===== src/rtl/pc_sequencer_pkg.sv =====
// Shared CPU definitions used by the PC sequencer and its reg_arithmetic neighbour.
package pc_sequencer_pkg;

  // Program counter width, common to the sequencer and reg_arithmetic.
  localparam int PC_W = 8;

  // Run/halt control states of the sequencer.
  typedef enum logic [1:0] {
    IDLE = 2'd0,
    RUN  = 2'd1,
    HALT = 2'd2
  } pc_state_t;

endpackage


===== src/rtl/pc_sequencer.sv =====
// Program-counter sequencer: owns the PC, run/halt control and the retired-instruction
// count, and steers reg_arithmetic to compute the next PC.
module pc_sequencer
  import pc_sequencer_pkg::*;
#(
  parameter logic [PC_W-1:0] START_ADDR = 8'h00,
  parameter int              CNT_W      = 16
) (
  input  logic             clk,
  input  logic             reset,
  input  logic             start,
  input  logic             instr_valid,
  input  logic             stall,
  input  logic             is_halt,
  input  logic             is_jizr,
  input  logic             is_jnzr,
  input  logic [2:0]       br_off,
  input  logic             zero_flag,
  output logic [PC_W-1:0]  arith_x,
  output logic             arith_incr,
  output logic             arith_decr,
  output logic             arith_jizr,
  output logic             arith_jnzr,
  output logic [2:0]       arith_v,
  input  logic [PC_W-1:0]  arith_res,
  output logic [PC_W-1:0]  pc,
  output logic             running,
  output logic             done,
  output logic [CNT_W-1:0] retired
);

  pc_state_t        state, state_next;
  logic [PC_W-1:0]  pc_next;
  logic [CNT_W-1:0] retired_next;
  logic             take_z, take_nz, retire;

  localparam logic [CNT_W-1:0] CNT_MAX = '1;
  localparam logic [CNT_W-1:0] CNT_ONE = {{(CNT_W-1){1'b0}}, 1'b1};

  // One-hot operation select for reg_arithmetic; jizr wins when both branch kinds are set.
  always_comb begin
    take_z     = is_jizr & zero_flag;
    take_nz    = is_jnzr & ~zero_flag & ~is_jizr;
    arith_x    = pc;
    arith_jizr = take_z;
    arith_jnzr = take_nz;
    arith_incr = ~(take_z | take_nz);
    arith_decr = 1'b0;
    arith_v    = (take_z | take_nz) ? br_off : 3'b000;
  end

  // Next-state logic: only a retiring instruction moves the PC or the retired count.
  always_comb begin
    state_next   = state;
    pc_next      = pc;
    retired_next = retired;
    retire       = (state == RUN) & instr_valid & ~stall;
    case (state)
      IDLE: begin
        if (start) begin
          state_next   = RUN;
          pc_next      = START_ADDR;
          retired_next = '0;
        end
      end
      RUN: begin
        if (retire) begin
          retired_next = (retired == CNT_MAX) ? retired : retired + CNT_ONE;
          if (is_halt) begin
            state_next = HALT;
          end else begin
            pc_next = arith_res;
          end
        end
      end
      HALT: begin
        if (start) begin
          state_next   = RUN;
          pc_next      = START_ADDR;
          retired_next = '0;
        end
      end
      default: begin
        state_next = IDLE;
      end
    endcase
  end

  // State, PC, counter and status flags all update on the rising edge; reset dominates.
  always_ff @(posedge clk) begin
    if (reset) begin
      state   <= IDLE;
      pc      <= START_ADDR;
      retired <= '0;
      running <= 1'b0;
      done    <= 1'b0;
    end else begin
      state   <= state_next;
      pc      <= pc_next;
      retired <= retired_next;
      running <= (state_next == RUN);
      done    <= (state_next == HALT);
    end
  end

endmodule


===== config.mk =====
export PLATFORM = sky130hd
export DESIGN_NAME = pc_sequencer
export DESIGN_NICKNAME = d
export VERILOG_FILES = /design/src/rtl/pc_sequencer_pkg.sv /design/src/rtl/pc_sequencer.sv
export SDC_FILE = /design/constraint.sdc
export NUM_CORES = 1
export LEC_CHECK = 0
export ABC_AREA = 1
export CAP_MARGIN = 20
export CORE_MARGIN = 4
export CORE_UTILIZATION = 45
export DETAILED_ROUTE_END_ITERATION = 8
export PLACE_DENSITY = 0.86
export SETUP_SLACK_MARGIN = 0.02
export SLEW_MARGIN = 20
export SYNTH_ARGS = -nofsm -noshare
export SYNTH_HDL_FRONTEND = slang
export SYNTH_SLANG_ARGS = --single-unit

===== constraint.sdc =====
create_clock -name clk -period 1.8 [get_ports clk]
set_input_delay 0.18 -clock clk [delete_from_list [all_inputs] [get_ports clk]]
set_output_delay 0.18 -clock clk [all_outputs]
set_load 0.01 [all_outputs]

==> flow_summary.ini <==
[layout]
antenna_cells = 0
seq_area_um2 = 560.5
fin_cells = 377
synthToLayoutAreaGrowth_pct = 41.76
multi_input_area_um2 = 892.1
mostFrequentLayoutCells = 75 x nand2_1, 56 x clkdlybuf4s50_1, 36 x inv_1, 35 x nor2_1, 28 x dfxtp_1
fillCellCount = 317
drive_gt1_frac = 0.08815
final_util = 0.6589
num-nets-final = 351
final_common_cell = nand2_1

[floorplan]
core-area_um2 = 3661
rows = 22
die_w_um = 69.50
die_h_um = 69.50
ioPinCount = 61
dieArea_um2 = 4830
start_util = 0.4648

[placed_design]
pre_cts_slack_ns = -0.01937
dp_hpwl_um = 3372
io_buffers = 59
numPlacedInstances = 373
gp_congestion = 0.8979

[synthesis]
synthMuxAreaShare = 0
synth_top_family_by_area = simple AND/OR/NAND/NOR gates
postSynthAreaPerCell_um2 = 6.210
yosysSeqAreaShare = 0.3294
synthSimpleGateAreaFrac = 0.4272
netlist_instances = 274
synthAdderAreaFrac = 0.007353
synth_seq_cells = 28
synth_area_um2 = 1702
syn_nets = 295
yosysUniqueCellTypes = 24
synth_compound_area_frac = 0.08015
synth_xor_xnor_area_share = 0
yosys_warnings = 0

[clock_tree]
cts_max_level = 1
cts_tree = done
cts_root_buf = clkbuf_8
clk_latency_ns = 0.28
path_clk_slew_ns = 0.09
max-clock-path-buffers = 2
cts.sinks = 28
cts_buffers = 3

[global_routing]
grt-ovfl-total = 0
grt_max_degree = 24
grt_pass1_wl_um = 8024
track_usage = 0.1961
antenna_found_initial = 0
grt_pass1_vias = 1761

[power]
power.share.sequential = 0.440
irDropWorstVdd_mv = 0.4440
p_int_mw = 1.115
clockPowerShare = 0.334
powerDensity_nw_per_um2 = 628.2
switchingPower_mw = 0.4009
combPwrFrac = 0.226
switching_share = 0.2645
p_leak_nw = 1.034

[routing]
ant_nets = 0
vias = 1857
viasPerCell = 4.926
post_drt_wl_per_cell_um = 11.89
drt-total-wl_um = 4484
drc = 0
drt_iter0_drc = 93
first_pass_iters = 4

[min_path]
min_path_type = primary input to flip-flop

[outcome]
status = finished, final reports clean

[sta]
min_period_ns = 1.646
setup_slack_ns = 0.1535
fin_skew_ns = 0.009322
rsz0062_at_grt = true
setup_violations = 0
drv_slew = 0
final_hold_viol_count = 0
fmax_mhz = 607.4
finalCritPeriodShare = 0.9147

[worst_setup_path]
r2r_slack_ns = 0.20
critPathKind = primary input to primary output
arrival_ns = 1.47
start_kind = primary input
crit_path_max_fanout = 4
worstPathRequired_ns = 1.62
end_kind = primary output

[run]
maxCapViolations = 0
final timing paths:
check	startpoint	endpoint	depth (start not counted)
setup / recovery	is_jizr	arith_incr	5
hold / removal	arith_res[6]	arith_x[6]$_SDFFE_PP0P_	3
setup reg to reg	retired[8]$_SDFFE_PP0P_	retired[5]$_SDFFE_PP0P_	9
hold reg to reg	arith_x[6]$_SDFFE_PP0P_	arith_x[6]$_SDFFE_PP0P_	2
power groups by stage:
stage	Combinational, mW	Sequential, mW	Clock, mW
global placement	0.333	0.680	0
detailed placement	0.338	0.681	0
finish	0.343	0.666	0.506
CTS	0.343	0.666	0.514
global route	0.379	0.671	0.533
floorplan	0.165	0.695	0
critical path, cell delays in order:
cell and delay [ns]:
clkdlybuf4s50_1 0.44, nand2_1 0.08, inv_1 0.05, nor2_2 0.16
clkdlybuf4s50_1 0.56
repair_timing:
action	4_1_cts	5_1_grt
hold endpoints to repair	0	0
endpoints found under the setup margin	3	11
hold buffers	0	0
pin swaps	0	1
gates resized for setup	1	5
setup buffers	0	0
final cells by class:
cell class	count	area share
clock buffer	3	0.01712
clock inverter	1	0.01245
inverter	38	0.05913
multi-input combinational	190	0.3698
sequential	28	0.2324
tap	48	0.02490
timing repair buffer	69	0.2842
per-stage QoR:
stage	TNS (ns)	hold WS (ns)	instance area, µm²	total power, mW
after floorplan	0	0.3508	1702	0.8593
after global placement	0	0.4675	2321	1.013
after detailed placement	-0.03799	0.4785	2321	1.019
after CTS	0	0.4876	2397	1.522
after global routing	0	0.4984	2412	1.584
final	0	0.4851	2412	1.515
cell families (layout without fill, tap and decap cells):
family                     after synthesis  count (layout)
and+or+nand+nor                        163             163
buffers and inverters                   56             111
DFF                                     28              28
AOI/OAI and AO/OA                       25              25
adders and majority gates                1               1
other                                    1               1
synth_stat cells:
library cell | number | area [µm²]
nand2_1 | 75 | 281.5
inv_1 | 36 | 135.1
nor2_1 | 36 | 135.1
dfxtp_1 | 28 | 560.5
nand3_1 | 25 | 125.1
a21oi_1 | 14 | 70.07
nand4_1 | 12 | 75.07
buf_4 | 11 | 82.58
o21ai_0 | 6 | 30.03
nand2_2 | 5 | 31.28
clkbuf_1 | 4 | 15.01
nor2_2 | 3 | 18.77
nor2_4 | 3 | 33.78
o21bai_1 | 3 | 22.52
buf_2 | 2 | 10.01
inv_2 | 2 | 7.510
nor3b_1 | 2 | 15.01
a31oi_1 | 1 | 6.260
and2_0 | 1 | 6.260
buf_6 | 1 | 11.26
conb_1 | 1 | 3.750
ha_1 | 1 | 12.51
nor3_1 | 1 | 5.000
o31ai_1 | 1 | 7.510
registers in the layout, indices dropped and copies added, names as in the netlist:
name	cells
arith_x	8
done	1
retired	16
running	1
state	2
layer usage:
metal	up-vias	wire length [µm]	track usage	part of all wire
met5	-	0	0	0
met4	0	74	0.06508	0.017
met3	9	223	0.03188	0.050
met2	49	2189	0.3316	0.49
met1	833	1998	0.2522	0.45
li1	966	-	-	-
No activity file was read; power rests on OpenSTA's default activity.
